[src/rtl/seven_seg_scan_reader_if.sv]
// Bus between a multiplexed 7-segment driver and the scan reader.
// The slave side is the reader; the master side drives the segment lines and observes the results.
interface seven_seg_scan_reader_if #(
    parameter int NUM_DIGITS = 4
);
    logic [6:0]              i_seg;          // {a,b,c,d,e,f,g}, 1 = lit
    logic [NUM_DIGITS-1:0]   i_an;           // digit enables, one-hot when valid
    logic [4*NUM_DIGITS-1:0] o_digits;       // last captured value per digit
    logic [NUM_DIGITS-1:0]   o_digit_seen;   // digit captured since last frame
    logic [NUM_DIGITS-1:0]   o_digit_err;    // last capture was blank / non-hex
    logic [4*NUM_DIGITS-1:0] o_frame_digits; // snapshot at frame completion
    logic                    o_frame_err;    // any digit in error at snapshot
    logic                    o_frame_done;   // one-cycle frame pulse

    modport slave (
        input  i_seg, i_an,
        output o_digits, o_digit_seen, o_digit_err,
               o_frame_digits, o_frame_err, o_frame_done
    );

    modport master (
        output i_seg, i_an,
        input  o_digits, o_digit_seen, o_digit_err,
               o_frame_digits, o_frame_err, o_frame_done
    );
endinterface

[src/rtl/seven_seg_scan_reader.sv]
// Readback of a multiplexed 7-segment display: debounces each {seg,an} pattern,
// decodes it to hex and assembles a frame once every digit has been captured.
module seven_seg_scan_reader #(
    parameter int NUM_DIGITS    = 4,
    parameter int STABLE_CYCLES = 8
) (
    input  logic                      i_clk,
    input  logic                      i_reset,
    seven_seg_scan_reader_if.slave    bus
);
    localparam int              CW   = $clog2(STABLE_CYCLES + 1);
    localparam int              SW   = 7 + NUM_DIGITS;
    localparam logic [CW-1:0]   STAB = CW'(STABLE_CYCLES);

    typedef enum logic {COLLECT = 1'b0, DONE = 1'b1} state_t;

    // Returns {valid, value}; valid=0 for blank or any non-hex pattern.
    function automatic logic [4:0] f_decode(input logic [6:0] s);
        case (s)
            7'h7E: f_decode = 5'h10;
            7'h30: f_decode = 5'h11;
            7'h6D: f_decode = 5'h12;
            7'h79: f_decode = 5'h13;
            7'h33: f_decode = 5'h14;
            7'h5B: f_decode = 5'h15;
            7'h5F: f_decode = 5'h16;
            7'h70: f_decode = 5'h17;
            7'h7F: f_decode = 5'h18;
            7'h7B: f_decode = 5'h19;
            7'h77: f_decode = 5'h1A;
            7'h1F: f_decode = 5'h1B;
            7'h4E: f_decode = 5'h1C;
            7'h3D: f_decode = 5'h1D;
            7'h4F: f_decode = 5'h1E;
            7'h47: f_decode = 5'h1F;
            default: f_decode = 5'h00;
        endcase
    endfunction

    state_t                  r_state, w_state_nxt;
    logic [SW-1:0]           r_samp;
    logic [CW-1:0]           r_cnt;
    logic [4*NUM_DIGITS-1:0] r_digits, r_frame_digits;
    logic [NUM_DIGITS-1:0]   r_seen, r_err;
    logic                    r_frame_err;

    logic [SW-1:0]           w_in;
    logic [CW-1:0]           w_cnt_nxt;
    logic                    w_cap;
    logic                    w_onehot;
    logic                    w_cap_ok;
    logic [4:0]              w_dec;
    logic [4*NUM_DIGITS-1:0] w_digits_nxt;
    logic [NUM_DIGITS-1:0]   w_seen_nxt, w_err_nxt;
    logic                    w_fire;

    assign w_in     = {bus.i_seg, bus.i_an};
    assign w_onehot = (bus.i_an != '0) && ((bus.i_an & (bus.i_an - 1'b1)) == '0);
    assign w_dec    = f_decode(bus.i_seg);

    // Stability counter: saturating run length of identical samples. Capture fires only
    // on the edge the count first reaches STAB, so a held pattern is taken exactly once.
    always_comb begin
        w_cnt_nxt = CW'(1);
        w_cap     = 1'b0;
        if (w_in == r_samp)
            w_cnt_nxt = (r_cnt == STAB) ? STAB : r_cnt + 1'b1;
        if (w_cnt_nxt == STAB && (w_in != r_samp || r_cnt != STAB))
            w_cap = 1'b1;
    end

    assign w_cap_ok = w_cap && w_onehot;

    // Per-digit update for a valid capture; the frame snapshot sees these updated values.
    always_comb begin
        w_digits_nxt = r_digits;
        w_err_nxt    = r_err;
        w_seen_nxt   = r_seen;
        if (w_cap_ok) begin
            for (int i = 0; i < NUM_DIGITS; i++) begin
                if (bus.i_an[i]) begin
                    if (w_dec[4]) begin
                        w_digits_nxt[4*i +: 4] = w_dec[3:0];
                        w_err_nxt[i]           = 1'b0;
                    end else begin
                        w_err_nxt[i]           = 1'b1;
                    end
                    w_seen_nxt[i] = 1'b1;
                end
            end
        end
    end

    // Frame FSM next state: completion only counts from COLLECT; DONE is a single cycle.
    always_comb begin
        w_state_nxt = r_state;
        w_fire      = 1'b0;
        case (r_state)
            COLLECT: begin
                if (w_cap_ok && (&w_seen_nxt)) begin
                    w_fire      = 1'b1;
                    w_state_nxt = DONE;
                end
            end
            DONE:    w_state_nxt = COLLECT;
            default: w_state_nxt = COLLECT;
        endcase
    end

    // Frame FSM state register.
    always_ff @(posedge i_clk) begin
        if (i_reset) r_state <= COLLECT;
        else         r_state <= w_state_nxt;
    end

    // Sampler, digit store and frame snapshot.
    always_ff @(posedge i_clk) begin
        if (i_reset) begin
            r_samp         <= '0;
            r_cnt          <= '0;
            r_digits       <= '0;
            r_err          <= '0;
            r_seen         <= '0;
            r_frame_digits <= '0;
            r_frame_err    <= 1'b0;
        end else begin
            r_samp   <= w_in;
            r_cnt    <= w_cnt_nxt;
            r_digits <= w_digits_nxt;
            r_err    <= w_err_nxt;
            if (w_fire) begin
                r_seen         <= '0;
                r_frame_digits <= w_digits_nxt;
                r_frame_err    <= |w_err_nxt;
            end else begin
                r_seen         <= w_seen_nxt;
            end
        end
    end

    assign bus.o_digits       = r_digits;
    assign bus.o_digit_seen   = r_seen;
    assign bus.o_digit_err    = r_err;
    assign bus.o_frame_digits = r_frame_digits;
    assign bus.o_frame_err    = r_frame_err;
    assign bus.o_frame_done   = (r_state == DONE);
endmodule

[src/flat_wrapper.sv]
// flat-port wrapper written by rule: the top's interface ports become plain ports
module seven_seg_scan_reader_flat 
#(
    parameter int NUM_DIGITS    = 4,
    parameter int STABLE_CYCLES = 8
)
  (i_clk, i_reset, bus_i_seg, bus_i_an, bus_o_digits, bus_o_digit_seen, bus_o_digit_err, bus_o_frame_digits, bus_o_frame_err, bus_o_frame_done);
  seven_seg_scan_reader_if #(.NUM_DIGITS(NUM_DIGITS)) bus_i ();
  input  logic i_clk;
  input  logic i_reset;
  input wire logic [$bits(bus_i.i_seg)-1:0] bus_i_seg;
  input wire logic [$bits(bus_i.i_an)-1:0] bus_i_an;
  output wire logic [$bits(bus_i.o_digits)-1:0] bus_o_digits;
  output wire logic [$bits(bus_i.o_digit_seen)-1:0] bus_o_digit_seen;
  output wire logic [$bits(bus_i.o_digit_err)-1:0] bus_o_digit_err;
  output wire logic [$bits(bus_i.o_frame_digits)-1:0] bus_o_frame_digits;
  output wire logic [$bits(bus_i.o_frame_err)-1:0] bus_o_frame_err;
  output wire logic [$bits(bus_i.o_frame_done)-1:0] bus_o_frame_done;
  assign bus_i.i_seg = bus_i_seg;
  assign bus_i.i_an = bus_i_an;
  assign bus_o_digits = bus_i.o_digits;
  assign bus_o_digit_seen = bus_i.o_digit_seen;
  assign bus_o_digit_err = bus_i.o_digit_err;
  assign bus_o_frame_digits = bus_i.o_frame_digits;
  assign bus_o_frame_err = bus_i.o_frame_err;
  assign bus_o_frame_done = bus_i.o_frame_done;
  seven_seg_scan_reader #(.NUM_DIGITS(NUM_DIGITS), .STABLE_CYCLES(STABLE_CYCLES)) u_core (.i_clk(i_clk), .i_reset(i_reset), .bus(bus_i));
endmodule
[config.mk]
export PLATFORM = sky130hd
export DESIGN_NAME = seven_seg_scan_reader_flat
export DESIGN_NICKNAME = d
export VERILOG_FILES = /design/src/rtl/seven_seg_scan_reader_if.sv /design/src/rtl/seven_seg_scan_reader.sv /design/src/flat_wrapper.sv
export SDC_FILE = /design/constraint.sdc
export NUM_CORES = 1
export LEC_CHECK = 0
export CAP_MARGIN = 5
export CORE_UTILIZATION = 35
export DETAILED_ROUTE_END_ITERATION = 8
export PLACE_DENSITY = 0.55
export SETUP_SLACK_MARGIN = 0.5
export SLEW_MARGIN = 15
export SYNTH_ARGS = -nofsm -noshare
export SYNTH_HDL_FRONTEND = slang
export SYNTH_SLANG_ARGS = --single-unit
[constraint.sdc]
create_clock -name i_clk -period 4.3 [get_ports i_clk]
set_clock_uncertainty 0.05 [all_clocks]
set_input_delay 0.86 -clock i_clk [delete_from_list [all_inputs] [get_ports i_clk]]
set_output_delay 0.86 -clock i_clk [all_outputs]
set_load 0.01 [all_outputs]
# --- Word-level counts from Yosys, hierarchy flattened ---
# Cells that the tools add are included.
word_totals:
  n_memories: 0
  latchBits: 0
  ramBits: 0
  in_bits: 13
  output_inout_bits: 42
  regBits: 57
  mem_bits_ro: 0
classes:
  div: 0
  shift: 0
  bitwise_logic: 2
  reduce_logical: 10
  add_sub_neg: 2
  mul: 0
  eq_ne: 21
  order_cmp: 0
  muxes: 27
ops:
  columns: ["op", "count"]
  rows:
  - ["equality test 7 bit, second input constant", 12]
  - ["one-hot mux 5 bit (16 select lines)", 1]
  - ["2-to-1 mux 4 bit", 12]
  - ["equality test 7 x 6 -> 1 bit, second input constant", 3]
  - ["2-to-1 mux 16 bit", 1]
  - ["2-to-1 mux 1 bit", 12]
  - ["equality test 11 bit", 1]
  - ["inequality test 11 bit", 1]
  - ["equality test 4 bit, second input constant", 2]
  - ["equality test 7 x 5 -> 1 bit, second input constant", 1]
  - ["adder 4 x 1 -> 4 bit, second input constant", 1]
  - ["AND 4 bit", 1]
  - ["logical AND 1 bit", 4]
  - ["zero test 4 bit", 1]
  - ["inequality test 4 bit, second input constant", 1]
  - ["AND reduction 4 bit", 1]
  - ["nonzero test 4 bit", 1]
  - ["OR reduction 4 bit", 1]
  - ["subtractor 4 x 1 -> 4 bit, second input constant", 1]
  - ["one-hot mux 1 bit (2 select lines)", 1]
  - ["OR reduction 2 bit", 1]
  - ["logical OR 1 bit", 1]
  - ["NOT 1 bit", 1]

# --- Longest topological paths before layout ---
# Gate-level depths: netlist of run 1.
logic_depth:
  word_depth: 13
  ltp_mapped: 11
  ltp_nobuf: 9

# --- Worst setup path before layout of run 1 ---
# Ideal clock, no wire load.
synth_path:
  path_kind: "input to register"
  from: "input bus_i_an[2]"
  to: "register u_core.r_frame_digits[11], in the netlist u_core.bus.o_frame_digits[11]"
  setup_time_ns: 0.074
  n_path_buf: 2
  arrival_ns: 2.799
  stages: 8
  setup_slack_ns: 1.377
  required_time_ns: 4.176
  path_cell_list: "buf_6 or4b_4 and2_4 o31a_4 or3_1 buf_2 or3_1 a31oi_1"
synth_via:
  elab_chain_cells: 11
  elab_cells_between_ends: 21
  classes_between: "add/sub (1); eq/ne (3); mux (8); bitwise (1); reduce/logical (8)"
synth_lines:
  columns: ["item", "line_no", "rtl"]
  rows:
  - ["from (decl)", "flat_wrapper.sv:12", "input wire logic [$bits(bus_i.i_an)-1:0] bus_i_an;"]
  - ["equality test 11 bit", "seven_seg_scan_reader.sv:66", "if (w_in == r_samp)"]
  - ["2-to-1 mux 4 bit", "seven_seg_scan_reader.sv:66", null]
  - ["equality test 4 bit", "seven_seg_scan_reader.sv:68", "if (w_cnt_nxt == STAB && (w_in != r_samp || r_cnt != STAB))"]
  - ["logical AND 1 bit", "seven_seg_scan_reader.sv:68", null]
  - ["2-to-1 mux 1 bit", "seven_seg_scan_reader.sv:68", null]
  - ["logical AND 1 bit", "seven_seg_scan_reader.sv:72", "assign w_cap_ok = w_cap && w_onehot;"]
  - ["2-to-1 mux 4 bit", "seven_seg_scan_reader.sv:79", "if (w_cap_ok) begin"]
  - ["AND reduction 4 bit", "seven_seg_scan_reader.sv:100", "if (w_cap_ok && (&w_seen_nxt)) begin"]
  - ["logical AND 1 bit", "seven_seg_scan_reader.sv:100", null]
  - ["2-to-1 mux 1 bit", "seven_seg_scan_reader.sv:100", null]
  - ["2-to-1 mux 1 bit", "seven_seg_scan_reader.sv:98", "case (r_state)"]
  - ["to (signal assigned)", "seven_seg_scan_reader.sv:133", "r_frame_digits <= w_digits_nxt;"]
  - ["to (decl)", "seven_seg_scan_reader.sv:43", "logic [4*NUM_DIGITS-1:0] r_digits, r_frame_digits;"]
# Several ways; a longest one is shown, not always the timed one.
# A chain may end at the register's enable or synchronous reset.

# --- Worst setup path after layout of run 1 ---
layout_path:
  from: "input bus_i_an[2]"
  to: "register u_core.r_frame_digits[15], in the netlist u_core.bus.o_frame_digits[15]"
# The elaborated chain is that of the path after synthesis.

==> results of run 1 <==
==> worst min-delay path by stage <==
stage                                       startpoint                      endpoint  slack, ns  depth (start not counted)
after CTS                 u_core.bus.o_frame_digits[1]  u_core.bus.o_frame_digits[1]       0.41                          2
after detailed placement  u_core.bus.o_frame_digits[1]  u_core.bus.o_frame_digits[1]       0.39                          2
after floorplan           u_core.bus.o_frame_digits[4]  u_core.bus.o_frame_digits[4]       0.42                          2
after global placement    u_core.bus.o_frame_digits[4]  u_core.bus.o_frame_digits[4]       0.40                          2
final                     u_core.bus.o_frame_digits[1]  u_core.bus.o_frame_digits[1]       0.41                          2
after global routing      u_core.bus.o_frame_digits[5]  u_core.bus.o_frame_digits[5]       0.43                          2
==> per-stage QoR <==
stage	worst slack (ns)	hold slack (ns)
after floorplan	1.38	0.420
after global placement	0.381	0.397
after detailed placement	0.365	0.392
after CTS	0.707	0.411
after global routing	0.550	0.427
final	0.679	0.407
==> cell families after synthesis <==
group                    Yosys count
AO/OA/AOI/OAI                     67
XOR/XNOR                          15
adder cells (fa/ha/maj)            2
buffers and inverters             31
flip-flops                        57
multiplexers                       7
AND/OR/NAND/NOR                  149
==> final cells by class <==
class,count,area [sq um]
multi-input combinational,240,1540
clock buffer,14,173
timing repair buffer,60,586
fill,777,4120
inverter,11,41.3
tap,102,128
sequential,57,1140
clock inverter,2,35.0
==> placed cells by master (no fill, tap or decap), drive strengths merged, types with 11 or more instances in the layout <==
cell            n
dfxtp          57
inv            11
a211oi         12
nor3           14
nand2          23
o21ai          14
a21oi          17
clkbuf         14
nor2b          11
xor2           14
nor2           44
clkdlybuf4s50  54
==> state kept, by name (all words and copies together) (netlist names) <==
register                   count
u_core.bus.o_frame_digits     16
u_core.r_cnt                   4
u_core.bus.o_digit_err         4
u_core.bus.o_frame_err         1
u_core.bus.o_frame_done        1
u_core.r_samp                 11
u_core.bus.o_digit_seen        4
u_core.bus.o_digits           16
==> per-layer routing <==
layer | GRT usage | part of all wire
met4 | 0.0651 | 0.010
met5 | 0 | 0
met2 | 0.308 | 0.45
met3 | 0.0522 | 0.064
met1 | 0.251 | 0.47
==> power breakdown <==
part / switching [uW] / internal (uW) / total (uW) / leakage (uW)
Combinational: 65.2 / 36.5 / 102 / 0.000744
Clock: 211 / 315 / 526 / 0.000107
Sequential: 2.87 / 534 / 537 / 0.000462
==> tightest hold or removal path: stages, from the launching register on <==
cell and delay (ns):
dfxtp_1 0.31, nand2_1 0.05, o21ai_1 0.05
==> results.cfg, run 1 <==
[critical_path]
reg2reg_to = u_core.bus.o_frame_digits[8]
cpLargestDelayFamily = simple AND/OR/NAND/NOR gates
end_kind = flip-flop
criticalPathCategory = in -> reg
crit_end = u_core.bus.o_frame_digits[15]
crit_slowest_cell = clkdlybuf4s50_1
rr_worst_depth = 8
cp_max_fo = 11
cp.arrival_ns = 3.82
crit_chain = clkdlybuf4s50_1 > or4b_4 > and2_4 > o31a_4 > or3_1 > nor3_4 > nor2_1 > a211oi_2
critPathBufInv = 1
start_kind = primary input
r2r_start = u_core.r_cnt[0]
worstPathRequired_ns = 4.50
startpoint = bus_i_an[2]
reg2reg_slack_ns = 1.42
worstSetupPathDepth = 8
cpPeakStageDelay_ns = 0.68

[logic_synthesis]
muxShareOfSynthArea = 0.0258
synth-adder-area-share = 0.00888
synth_cells = 328
yosysSeqAreaShare = 0.405
yosys.area_share.xor_xnor = 0.0466
synth-simple-area-share = 0.304
synth-edff-count = 0
synthTopCellsByArea = dfxtp_1, nor2_1, xor2_1
async_flop_share = 0
netlist.area_leader.share = 0.405
ys.warnings.count = 0
ys_seq_elements = 57
avgSynthCellArea_sq_um = 8.59
ys_types = 54
yosys_most_used_dff = dfxtp_1
synth_largest_area_cell = dfxtp_1
synth_compound_area_frac = 0.162
synth_top_family_by_area = simple AND/OR/NAND/NOR gates
yosys-top-cells-count = dfxtp_1, nor2_1, nand2_1, a21oi_1, clkbuf_1
netlist_area_sq_um = 2820
synthesis.nets = 343
synth.most_common_cell = dfxtp_1

[clock_network]
clock_sinks = 57
cts_root_buf = clkbuf_8
post_cts_buffers = 0
clkTransAtPathRegs_ns = 0.06
numCtsBuffers = 9
htree_num_levels = 3
insertion_delay_ns = 0.34
cts_tree = yes
cts_buffer_depth = 2
ctsResizeCount = 0
cts_hold_buf = 0

[drt]
drc = 0
antenna_left = 0
drtPass1Iterations = 4
vias_per_cell = 5.27
routedWlPerCell_um = 15.7
vias = 2561
initialDrtViolationCount = 96
wl_um = 7650

[timing]
fin_setup_tns_ns = 0
drv_slew = 0
worst_pin_slew_ns = 0.959
relSlewSlack = 0.361
rsz0062_at_grt = no
min_period_ns = 3.62
setup_violations = 0
min_period_over_period = 0.842
final_hold_viol_count = 0
fmax_ghz = 0.276

[placement]
place_congestion = 0.827
numPortBuffers = 54
dp_cells = 470
hpwl_um = 5390
place_area_sq_um = 3440

[final_layout]
fin_area_sq_um = 3640
final_nets = 394
syn_to_final_growth_pct = 29.4
drive_gt1_frac = 0.107
instances_no_fill = 486
antenna_cells = 0
fin_util = 0.469

[floorplan]
dieArea_sq_um = 8410
io_pins = 55
num_rows = 32
core_area_sq_um = 7770
start_util = 0.363
die_x_um = 91.7
die_y_um = 91.7

[pwr]
power.density_nw_per_um2 = 319
cellLeakagePower_uw = 0.00131
ir_drop_mv = 0.145
finalPower_uw = 1160

[grt]
grt_pass1_wl_um = 12500
track_usage = 0.193
grt_pass1_vias = 2511
grt_max_degree = 46
antenna_found_initial = 0
gr-total-overflow = 0

[worst_hold_path]
hold_path_class = reg -> reg

[status]
status = complete, no violations

[flow_run]
maxCapViolations = 0
No activity file was read; power rests on OpenSTA's default activity.
==> inputs of run 2 (changes only) <==
Settings changed: PLACE_DENSITY 0.55 to 0.57.
Clock period 4.3 ns to 2.9 ns, I/O delays scaled along.
==> results.cfg, run 2 (synthesis gave the netlist of run 1 again) <==
[critical_path]
r2r_start = u_core.r_samp[3]
crit_end = u_core.bus.o_frame_digits[6]
reg2reg_to = u_core.bus.o_frame_digits[6]
startpoint = bus_i_an[1]
criticalPathCategory = in -> reg
cp.arrival_ns = 2.58
start_kind = primary input
end_kind = flip-flop
worstPathRequired_ns = 3.10
rr_worst_depth = 9
cp_max_fo = 3
reg2reg_slack_ns = 0.55

[timing]
fmax_ghz = 0.420
hold_slack_ns = 0.397
relSlewSlack = 0.673
drv_slew = 0
worst_pin_slew_ns = 0.489
min_period_ns = 2.38
final_hold_viol_count = 0
worst_slack_ns = 0.519
fin_setup_tns_ns = 0
rsz0062_at_grt = yes
min_period_over_period = 0.821
setup_violations = 0

[clock_network]
cts_root_buf = clkbuf_8
numCtsBuffers = 9
clkTransAtPathRegs_ns = 0.07
clock_sinks = 57
insertion_delay_ns = 0.34
cts_buffer_depth = 2
cts_hold_buf = 0
cts_tree = yes
htree_num_levels = 3

[grt]
track_usage = 0.210
grt_max_degree = 29
grt_pass1_wl_um = 13600
grt_pass1_vias = 2749
antenna_found_initial = 0
gr-total-overflow = 0

[floorplan]
dieArea_sq_um = 8410
die_y_um = 91.7
core_area_sq_um = 7770
start_util = 0.363
num_rows = 32
die_x_um = 91.7
io_pins = 55

[final_layout]
drive_gt1_frac = 0.371
fin_area_sq_um = 4470
syn_to_final_growth_pct = 58.6
final_nets = 463
final_common_cell = buf_4
fill_cells = 718
final_cell_mix = buf_4, dfxtp_1, clkdlybuf4s50_1
antenna_cells = 0
fin_util = 0.575

[placement]
post-place-ws_ns = -0.199
numPortBuffers = 54
hpwl_um = 5920
place_area_sq_um = 3880
place_congestion = 0.859

[drt]
drc = 0
vias = 2880
vias_per_cell = 5.19
initialDrtViolationCount = 199
drtPass1Iterations = 4
routedWlPerCell_um = 15.3
antenna_left = 0
wl_um = 8490

[pwr]
ir_drop_mv = 0.261
power.density_nw_per_um2 = 419
cellLeakagePower_uw = 0.00175

[worst_hold_path]
hold_path_class = reg -> reg

[status]
status = complete, no violations

[flow_run]
maxCapViolations = 0
## run 2: where the power goes
part / internal (uW) / switching (uW)
combinational: 104 / 121
sequential: 791 / 6.89
clock: 527 / 323
total: 1420 / 451
## run 2: area by class of cell
| cell class | count | area (sq um) | share of cell area |
|---|---|---|---|
| Tap cell | 102 | 128 | 0.0286 |
| Clock buffer | 11 | 151 | 0.0339 |
| Sequential cell | 57 | 1150 | 0.256 |
| Inverter | 11 | 43.8 | 0.00980 |
| Timing Repair Buffer | 129 | 1110 | 0.249 |
| Clock inverter | 5 | 77.6 | 0.0174 |
| Multi-Input combinational cell | 240 | 1810 | 0.405 |
## run 2: worst max-delay path, cell delays in order
cell and delay, ns:
buf_8 0.10, buf_6 0.11, xor2_2 0.17, nor3_2 0.24
buf_4 0.15, nand4b_1 0.14, or3_4 0.45, nor3_4 0.28
buf_4 0.16, nor2_1 0.03, a211oi_1 0.17
## run 2: worst min path at each step
stage,startpoint,endpoint,slack [ns],depth (start not counted)
4_1_cts,u_core.bus.o_frame_digits[1],u_core.bus.o_frame_digits[1],0.40,2
5_1_grt,u_core.bus.o_frame_digits[4],u_core.bus.o_frame_digits[4],0.43,2
6_report,u_core.bus.o_frame_digits[1],u_core.bus.o_frame_digits[1],0.40,2
3_5_place_dp,u_core.bus.o_frame_digits[5],u_core.bus.o_frame_digits[5],0.39,2
3_3_place_gp,u_core.bus.o_frame_digits[4],u_core.bus.o_frame_digits[4],0.39,2
2_1_floorplan,u_core.bus.o_frame_digits[4],u_core.bus.o_frame_digits[4],0.42,2
## run 2: stage by stage
stage | power (uW) | std cells
after floorplan | 920 | 328
after global placement | 1010 | 523
after detailed placement | 1010 | 523
after CTS | 1870 | 545
after global routing | 1950 | 555
final | 1870 | 555
## run 2: what timing repair did
action | CTS | global route
pin swaps | 17 | 22
buffers inserted | 6 | 10
cloned | 0 | 0
setup endpoints to repair | 42 | 37
gates resized for setup | 50 | 47
## run 2: routing by layer
metal / routed length [um] / share of wire / vias to the layer above / GRT usage
li1: - / - / 1401 / -
met1: 3890 / 0.46 / 1365 / 0.273
met4: 148 / 0.017 / 0 / 0.0898
met3: 554 / 0.065 / 13 / 0.0589
met5: 0 / 0 / - / 0
met2: 3890 / 0.46 / 101 / 0.325
==> inputs of run 3 (changes only) <==
Settings changed: PLACE_DENSITY 0.57 to 0.55.
Clock period 2.9 ns to 2.3 ns, I/O delays scaled along.
==> results.cfg, run 3 (synthesis gave the netlist of run 1 again) <==
[status]
status = finished, violations left
failed_checks = setup timing

[critical_path]
cpLargestDelayFamily = simple AND/OR/NAND/NOR gates
criticalPathCategory = reg -> reg
end_kind = flip-flop
critPathBufInv = 3
cp_max_fo = 3
cpPeakStageDelay_ns = 0.43
crit_path_frequent_cell = buf_6
crit_chain = buf_6 > buf_6 > a21bo_4 > a21oi_4 > o21ai_2 > or3_4 > buf_6 > nor4_4 > mux2i_1 > nor2_1
crit_slowest_cell = or3_4
worstPathRequired_ns = 2.47
start_kind = flip-flop
cp.arrival_ns = 2.57

[placement]
post-place-ws_ns = -0.756
place_congestion = 0.848
numPortBuffers = 54
hpwl_um = 6200

[floorplan]
dieArea_sq_um = 8410
die_x_um = 91.7
io_pins = 55
core_area_sq_um = 7770
num_rows = 32
die_y_um = 91.7
start_util = 0.363

[grt]
gr-total-overflow = 0
antenna_found_initial = 0
grt_max_degree = 23
grt_pass1_vias = 3000
track_usage = 0.221
grt_pass1_wl_um = 14700

[timing]
fin_setup_tns_ns = -0.477
drv_slew = 0
setup_violations = 11
worst_pin_slew_ns = 0.476
min_period_over_period = 1.04
relSlewSlack = 0.680
fmax_ghz = 0.416
worst_slack_ns = -0.103
min_period_ns = 2.40
rsz0062_at_grt = yes
final_hold_viol_count = 0

[drt]
antenna_left = 0
routedWlPerCell_um = 16.2
initialDrtViolationCount = 113
vias = 3005
drtPass1Iterations = 4
vias_per_cell = 5.14
wl_um = 9460
drc = 0

[pwr]
finalPower_uw = 2260
cellLeakagePower_uw = 0.00217
power.density_nw_per_um2 = 446
ir_drop_mv = 0.404

[clock_network]
clock_sinks = 57
cts_tree = yes
numCtsBuffers = 9
cts_buffer_depth = 2
cts_hold_buf = 0
htree_num_levels = 3
insertion_delay_ns = 0.33
cts_root_buf = clkbuf_8
clkTransAtPathRegs_ns = 0.07

[flow_run]
maxCapViolations = 0

[worst_hold_path]
hold_path_class = reg -> reg

[final_layout]
fin_util = 0.651
syn_to_final_growth_pct = 79.4
fill_cells = 652
final_common_cell = buf_4
antenna_cells = 0
final_cell_mix = buf_4, dfxtp_1, clkdlybuf4s50_1
drive_gt1_frac = 0.487
final_nets = 494
[run 3: cell types whose count changed in the layout (fill, tap and decap cells not counted), moves of 6 or more]
cell,change
nor2_1,-10
a21oi_1,-6
clkbuf_2,-6
o21ai_2,+7
buf_4,+21
nor2_4,+6
dlymetal6s2s_1,+9
clkdlybuf4s50_1,-11
buf_6,+7
[run 3: layer usage]
layer | global-route usage | wire (um)
met1 | 0.278 | 4170
met2 | 0.373 | 4700
met3 | 0.0572 | 466
met4 | 0.0586 | 119
met5 | 0 | 0
[run 3: report_power, final]
group          internal [uW]  switching [uW]  leakage, uW
combinational            142             168      0.00161
clock                    550             393     0.000102
sequential               998            6.13     0.000465
[run 3: layout make-up]
class	instances	area, sq um	area share
Timing Repair Buffer	160	1420	0.280
Clock buffer	12	155	0.0307
Inverter	11	43.8	0.00866
Clock inverter	3	40.0	0.00792
Tap cell	102	128	0.0252
Sequential cell	57	1150	0.228
Multi-Input combinational cell	240	2120	0.420
[run 3: final timing paths]
kind / from / endpoint / slack [ns] / depth (start not counted)
worst max-delay path: u_core.r_cnt[0] / u_core.bus.o_digit_err[0] / -0.10 / 10
worst min register to register: u_core.bus.o_frame_digits[4] / u_core.bus.o_frame_digits[4] / 0.42 / 2
worst max register to register: u_core.r_cnt[0] / u_core.bus.o_digit_err[0] / -0.10 / 10
worst min-delay path: u_core.bus.o_frame_digits[4] / u_core.bus.o_frame_digits[4] / 0.42 / 2
[run 3: per-stage QoR]
step | cell area, sq um | hold WS, ns | std cells
2_1_floorplan | 2900 | 0.420 | 328
3_3_place_gp | 4040 | 0.389 | 539
3_5_place_dp | 4040 | 0.398 | 539
4_1_cts | 4520 | 0.411 | 571
5_1_grt | 5050 | 0.443 | 585
6_report | 5050 | 0.417 | 585
[run 3: worst min-delay path, cell delays in order (launching register included)]
cell and delay, ns:
dfxtp_1 0.31, nand2_1 0.07, o21ai_2 0.05
[run 3: repair_timing]
item,4_1_cts,5_1_grt
gates cloned,2,0
pin swaps,29,40
setup buffers,15,14
gates resized for setup,76,98
endpoints found under the setup margin,50,48
